==> src/rtl/fetch_queue_if.sv <==
`default_nettype none
// ---------------------------------------------------------------------------
// fetch_queue_if : fetch-stage bus (imem, control, decode side), rev 1.0
// ---------------------------------------------------------------------------
interface fetch_queue_if #(
  parameter int BUS_WIDTH = 32,
  parameter int PTR_W     = 2
);
  logic [BUS_WIDTH-1:0] imem_addr;
  logic [BUS_WIDTH-1:0] imem_data;
  logic                 PCEn;
  logic                 flush;
  logic [BUS_WIDTH-1:0] flush_pc;
  logic [BUS_WIDTH-1:0] instr_out;
  logic                 instr_valid;
  logic                 instr_ready;
  logic                 halted;
  logic [PTR_W:0]       count;
  logic [BUS_WIDTH-1:0] fetch_cnt;

  modport master (
    output imem_addr, instr_out, instr_valid, halted, count, fetch_cnt,
    input  imem_data, PCEn, flush, flush_pc, instr_ready
  );

  modport slave (
    input  imem_addr, instr_out, instr_valid, halted, count, fetch_cnt,
    output imem_data, PCEn, flush, flush_pc, instr_ready
  );
endinterface
`default_nettype wire

==> src/rtl/fetch_queue.sv <==
`default_nettype none
// ---------------------------------------------------------------------------
// fetch_queue : PC owner + DEPTH-entry prefetch FIFO feeding decode, rev 1.0
// ---------------------------------------------------------------------------
module fetch_queue #(
  parameter int         BUS_WIDTH = 32,
  parameter int         DEPTH     = 4,
  parameter int         PTR_W     = 2,
  parameter logic [3:0] HALT_OP   = 4'hF
) (
  input  wire logic      CLK,
  input  wire logic      RSTn,
  fetch_queue_if.master  bus
);

  localparam logic [PTR_W:0]       C_DEPTH  = (PTR_W+1)'(DEPTH);
  localparam logic [PTR_W:0]       C_CNT1   = (PTR_W+1)'(1);
  localparam logic [PTR_W-1:0]     C_PTR1   = PTR_W'(1);
  localparam logic [BUS_WIDTH-1:0] C_WORD1  = BUS_WIDTH'(1);

  logic [BUS_WIDTH-1:0] storage_q [DEPTH];
  logic [BUS_WIDTH-1:0] pc_q, pc_d;
  logic [BUS_WIDTH-1:0] fetch_cnt_q, fetch_cnt_d;
  logic [PTR_W:0]       count_q, count_d;
  logic [PTR_W-1:0]     wr_ptr_q, wr_ptr_d;
  logic [PTR_W-1:0]     rd_ptr_q, rd_ptr_d;
  logic                 halted_q, halted_d;

  logic w_valid, w_pop, w_push, w_is_halt;

  assign w_valid   = (count_q != '0);
  assign w_pop     = w_valid & bus.instr_ready;
  // A full FIFO still accepts a push when the head leaves in the same cycle.
  assign w_push    = bus.PCEn & ~halted_q & ~bus.flush & ((count_q != C_DEPTH) | w_pop);
  assign w_is_halt = (bus.imem_data[BUS_WIDTH-1 -: 4] == HALT_OP);

  always_comb begin
    pc_d        = pc_q;
    fetch_cnt_d = fetch_cnt_q;
    count_d     = count_q;
    wr_ptr_d    = wr_ptr_q;
    rd_ptr_d    = rd_ptr_q;
    halted_d    = halted_q;
    if (bus.flush) begin
      pc_d     = bus.flush_pc;
      count_d  = '0;
      wr_ptr_d = '0;
      rd_ptr_d = '0;
      halted_d = 1'b0;
    end else begin
      if (w_push) begin
        wr_ptr_d    = wr_ptr_q + C_PTR1;
        pc_d        = pc_q + C_WORD1;
        fetch_cnt_d = fetch_cnt_q + C_WORD1;
        if (w_is_halt) halted_d = 1'b1;
      end
      if (w_pop) rd_ptr_d = rd_ptr_q + C_PTR1;
      case ({w_push, w_pop})
        2'b10:   count_d = count_q + C_CNT1;
        2'b01:   count_d = count_q - C_CNT1;
        default: count_d = count_q;
      endcase
    end
  end

  always_ff @(posedge CLK) begin
    if (!RSTn) begin
      pc_q        <= '0;
      fetch_cnt_q <= '0;
      count_q     <= '0;
      wr_ptr_q    <= '0;
      rd_ptr_q    <= '0;
      halted_q    <= 1'b0;
    end else begin
      pc_q        <= pc_d;
      fetch_cnt_q <= fetch_cnt_d;
      count_q     <= count_d;
      wr_ptr_q    <= wr_ptr_d;
      rd_ptr_q    <= rd_ptr_d;
      halted_q    <= halted_d;
    end
  end

  // Storage carries no reset; occupancy alone decides what is visible.
  always_ff @(posedge CLK) begin
    if (w_push) storage_q[wr_ptr_q] <= bus.imem_data;
  end

  assign bus.imem_addr   = pc_q;
  assign bus.instr_valid = w_valid;
  assign bus.instr_out   = w_valid ? storage_q[rd_ptr_q] : '0;
  assign bus.halted      = halted_q;
  assign bus.count       = count_q;
  assign bus.fetch_cnt   = fetch_cnt_q;

endmodule
`default_nettype wire

==> src/flat_wrapper.sv <==
// flat-port wrapper written by rule: the top's interface ports become plain ports
module fetch_queue_flat 
#(
  parameter int         BUS_WIDTH = 32,
  parameter int         DEPTH     = 4,
  parameter int         PTR_W     = 2,
  parameter logic [3:0] HALT_OP   = 4'hF
)
  (CLK, RSTn, bus_imem_addr, bus_instr_out, bus_instr_valid, bus_halted, bus_count, bus_fetch_cnt, bus_imem_data, bus_PCEn, bus_flush, bus_flush_pc, bus_instr_ready);
  fetch_queue_if #(.BUS_WIDTH(BUS_WIDTH), .PTR_W(PTR_W)) bus_i ();
  input  wire logic CLK;
  input  wire logic RSTn;
  output wire logic [$bits(bus_i.imem_addr)-1:0] bus_imem_addr;
  output wire logic [$bits(bus_i.instr_out)-1:0] bus_instr_out;
  output wire logic [$bits(bus_i.instr_valid)-1:0] bus_instr_valid;
  output wire logic [$bits(bus_i.halted)-1:0] bus_halted;
  output wire logic [$bits(bus_i.count)-1:0] bus_count;
  output wire logic [$bits(bus_i.fetch_cnt)-1:0] bus_fetch_cnt;
  input wire logic [$bits(bus_i.imem_data)-1:0] bus_imem_data;
  input wire logic [$bits(bus_i.PCEn)-1:0] bus_PCEn;
  input wire logic [$bits(bus_i.flush)-1:0] bus_flush;
  input wire logic [$bits(bus_i.flush_pc)-1:0] bus_flush_pc;
  input wire logic [$bits(bus_i.instr_ready)-1:0] bus_instr_ready;
  assign bus_imem_addr = bus_i.imem_addr;
  assign bus_instr_out = bus_i.instr_out;
  assign bus_instr_valid = bus_i.instr_valid;
  assign bus_halted = bus_i.halted;
  assign bus_count = bus_i.count;
  assign bus_fetch_cnt = bus_i.fetch_cnt;
  assign bus_i.imem_data = bus_imem_data;
  assign bus_i.PCEn = bus_PCEn;
  assign bus_i.flush = bus_flush;
  assign bus_i.flush_pc = bus_flush_pc;
  assign bus_i.instr_ready = bus_instr_ready;
  fetch_queue #(.BUS_WIDTH(BUS_WIDTH), .DEPTH(DEPTH), .PTR_W(PTR_W), .HALT_OP(HALT_OP)) u_core (.CLK(CLK), .RSTn(RSTn), .bus(bus_i));
endmodule
==> config.mk <==
export PLATFORM = sky130hd
export DESIGN_NAME = fetch_queue_flat
export DESIGN_NICKNAME = d
export VERILOG_FILES = /design/src/rtl/fetch_queue_if.sv /design/src/rtl/fetch_queue.sv /design/src/flat_wrapper.sv
export SDC_FILE = /design/constraint.sdc
export NUM_CORES = 1
export LEC_CHECK = 0
export CORE_ASPECT_RATIO = 2
export CORE_UTILIZATION = 40
export CTS_CLUSTER_DIAMETER = 30
export CTS_CLUSTER_SIZE = 30
export DETAILED_ROUTE_END_ITERATION = 7
export PLACE_DENSITY_LB_ADDON = 0.25
export SLEW_MARGIN = 20
export SYNTH_ARGS = -nofsm -noshare
export SYNTH_HDL_FRONTEND = slang
export SYNTH_SLANG_ARGS = --single-unit
==> constraint.sdc <==
create_clock -name CLK -period 3.32 [get_ports CLK]
set_clock_uncertainty 0.2 [all_clocks]
set_input_delay 0.332 -clock CLK [delete_from_list [all_inputs] [get_ports CLK]]
set_output_delay 0.332 -clock CLK [all_outputs]
set_load 0.005 [all_outputs]
==> flow_summary.ini <==
[status]
outcome = completed

[synthesis]
synth.distinct_cells = 52
synth_seq_cells = 202
post_synth_instance_area_um2 = 8580
netlist_instances = 667
synth_fp_nets = 743
postSynth.asyncResetShare = 0
ys.flop_type = sky130_fd_sc_hd__edfxtp_1
seq_area_frac_synth = 0.620
yosys.area.top_type_share = 0.448
synthesis.yosys.warnings = 0
synthDominantAreaCellType = sky130_fd_sc_hd__edfxtp_1
number_of_flops_mapped_to_enable_cells_by_yosys = 128
most_area_consuming_cells_after_synthesis = sky130_fd_sc_hd__edfxtp_1, sky130_fd_sc_hd__dfxtp_1, sky130_fd_sc_hd__mux4_2
avg_inst_size_synth_um2 = 12.9

[timing]
min_period_over_period = 0.914
fin_crit_ns = 3.03
timing.slew.headroom = 0.388
slew_violations = 0
report.final.hold_viol_count = 0
max_slew.worst_pin.slew_ns = 0.906
fin_tns_setup_ns = 0
rsz_0062_raised_after_global_routing = false
finalSetupViolations = 0
holdWs_ns = 0.175
worst_slack_ns = 0.286
fmax_ghz = 0.330

[power]
power-per-cell-area_nw_per_um2 = 531
swShare = 0.215
irDropWorstVdd_mv = 0.347
netSwitchingPower_mw = 1.33
pwr-share-seq = 0.446
total_leakage_power_nw = 3.89
clkPwrFrac = 0.483
power.combinational.fraction = 0.071
p_int_mw = 4.88
post-layout-total-power_mw = 6.21

[clock_tree]
cts_root_buf = sky130_fd_sc_hd__clkbuf_16
insertion_delay_ns = 0.52
tritoncts_num_sinks = 202
cts_tree = built
cts.repair.resized = 0
clock_input_transition_at_the_sequential_cells_of_the_worst_setup_and_hold_paths_ns = 0.06
total_clock_buffers_created_by_cts = 26
ctsHoldBuffers = 0
cts_post_setup_buffers_inserted = 0
htreeDepth = 1
max-clock-path-buffers = 3

[floorplan]
coreArea_um2 = 21000
rows = 75
top_level_i_o_count = 170
die-height_um = 209
die-area_um2 = 22100
die_w_um = 106
initial_core_util = 0.408

[placement]
dp_hpwl_um = 13300
preCtsSetupSlack_ns = 0.443
numPlacedInstances = 1095
gp_congestion = 0.843
placement.cell_area_um2 = 10700
port_buffers = 169

[routing]
drt-vias-per-instance = 5.40
drt_drc_violations_left = 0
vias = 6158
final_antenna_net_count = 0
post_drt_wl_per_cell_um = 17.7
iteration_count_of_the_initial_detailed_routing_pass = 4
drt_first_iter_violations = 186
detail_route.wirelength_um = 20200

[final_layout]
post-route-cell-area_um2 = 11700
syn_to_final_growth_pct = 36.2
antennaDiodeCount = 0
finish.net_count = 930
final_common_cell = sky130_fd_sc_hd__clkdlybuf4s50_1
mostFrequentLayoutCells = sky130_fd_sc_hd__clkdlybuf4s50_1, sky130_fd_sc_hd__edfxtp_1, sky130_fd_sc_hd__dfxtp_1
postLayoutCoreUtil = 0.556
post_route_cells_drive_above_1_share = 0.132
finalNonFillerCells = 1141

[grt]
grt_overflow = 0
number_of_global_route_vias_before_repair = 6249
grt_pass1_wl_um = 32300
grt_start_max_net_pins = 44
global_routing_usage_summed_across_all_routing_layers = 0.185
grt_antenna_before_repair = 0

[worst_setup_path]
r2r.worst_path.cells = 7
worst_path_largest_cell_delay_ns = 0.55
setup.worst_path.end_class = output pin
critical_path.reg2reg.endpoint = u_core.bus.imem_addr[20]
path_cells = buf_12 > mux4_2 > and2_1 > clkdlybuf4s50_1
critPathSlowestCell = sky130_fd_sc_hd__dfxtp_2
worstPathArrival_ns = 2.50
crit_path_start_kind = flip-flop
total_buffers_and_inverters_traversed_by_the_critical_path = 2
cp.required_ns = 2.79
setup.worst_path.class = reg -> out
crit_family = buffers and inverters
reg2reg_slack_ns = 0.84
worstPathMaxFanout = 24
rr_startpoint = u_core.bus.imem_addr[0]

[job]
max_cap_viol_count = 0

[worst_hold_path]
worst_hold_path.num_cells = 3
timing.hold.worst.start = bus_flush_pc[7]
hold_path_end = u_core.bus.imem_addr[7]
hold_class = in -> reg
-- power groups by stage --
stage	sequential, mW	combinational [mW]	clock, mW
floorplan	2.81	0.179	0
global placement	2.82	0.441	0
detailed placement	2.82	0.444	0
CTS	2.77	0.446	3.07
global route	2.78	0.480	3.18
finish	2.77	0.440	3.00
-- registers in the layout, indices dropped and copies added, names as in the netlist, named ones only --
name and flops:
u_core.storage_q 128, u_core.bus.fetch_cnt 32, u_core.bus.imem_addr 32, u_core.bus.count 3, u_core.rd_ptr_q 2, u_core.wr_ptr_q 2
u_core.bus.halted 1
-- metal layers --
metal	wire [µm]	part of all wire	track usage	up-vias
met2	10800	0.53	0.339	200
met4	577	0.029	0.0819	0
met5	0	0	0	-
met3	1080	0.053	0.0299	38
met1	7790	0.39	0.208	3013
li1	-	-	-	2907
-- logic make-up after synthesis --
kind of cell | after synthesis | synth area share
xor+xnor | 41 | 0.0418
fa+ha+maj | 7 | 0.0111
buf+inv | 45 | 0.0208
flops | 202 | 0.620
compound gates | 89 | 0.0668
mux | 33 | 0.0853
simple gates | 250 | 0.154
-- tightest hold or removal path, delay by kind of cell --
kind            cells  cell delay, ns
buf+inv             1            0.39
compound gates      1            0.05
simple gates        1            0.06
-- worst max path at each step --
stage / to / slack, ns / cells past startpoint
2_1_floorplan: u_core.bus.fetch_cnt[27] / 0.79 / 7
3_3_place_gp: u_core.bus.fetch_cnt[27] / 0.44 / 6
3_5_place_dp: u_core.bus.fetch_cnt[27] / 0.44 / 6
4_1_cts: bus_instr_out[22] / 0.21 / 4
5_1_grt: bus_instr_out[25] / 0.14 / 4
6_report: bus_instr_out[22] / 0.29 / 4
-- area by class of cell --
cell class	instances	area [µm²]
Clock inverter	14	216
Tap cell	269	337
Multi-Input combinational cell	420	3090
Inverter	11	41.3
Fill cell	1779	9330
Clock buffer	32	727
Timing Repair Buffer	193	1950
Sequential cell	202	5330
-- synth_stat cells, types with 4 or more instances --
cell type / count
sky130_fd_sc_hd__o21ai_0: 21
sky130_fd_sc_hd__nor3_1: 12
sky130_fd_sc_hd__a21oi_1: 22
sky130_fd_sc_hd__ha_1: 6
sky130_fd_sc_hd__and3_1: 13
sky130_fd_sc_hd__edfxtp_1: 128
sky130_fd_sc_hd__mux4_2: 32
sky130_fd_sc_hd__nand4_1: 32
sky130_fd_sc_hd__a22oi_1: 6
sky130_fd_sc_hd__a32oi_1: 4
sky130_fd_sc_hd__xor2_1: 30
sky130_fd_sc_hd__and2_1: 37
sky130_fd_sc_hd__and4_1: 7
sky130_fd_sc_hd__xnor2_1: 11
sky130_fd_sc_hd__inv_1: 11
sky130_fd_sc_hd__a31oi_1: 8
sky130_fd_sc_hd__dfxtp_1: 74
sky130_fd_sc_hd__nand2_1: 41
sky130_fd_sc_hd__nand3_1: 26
sky130_fd_sc_hd__clkbuf_1: 27
sky130_fd_sc_hd__o211ai_1: 5
sky130_fd_sc_hd__or3_1: 4
sky130_fd_sc_hd__nor2_1: 62
sky130_fd_sc_hd__buf_1: 4
No activity file was read; power rests on OpenSTA's default activity.
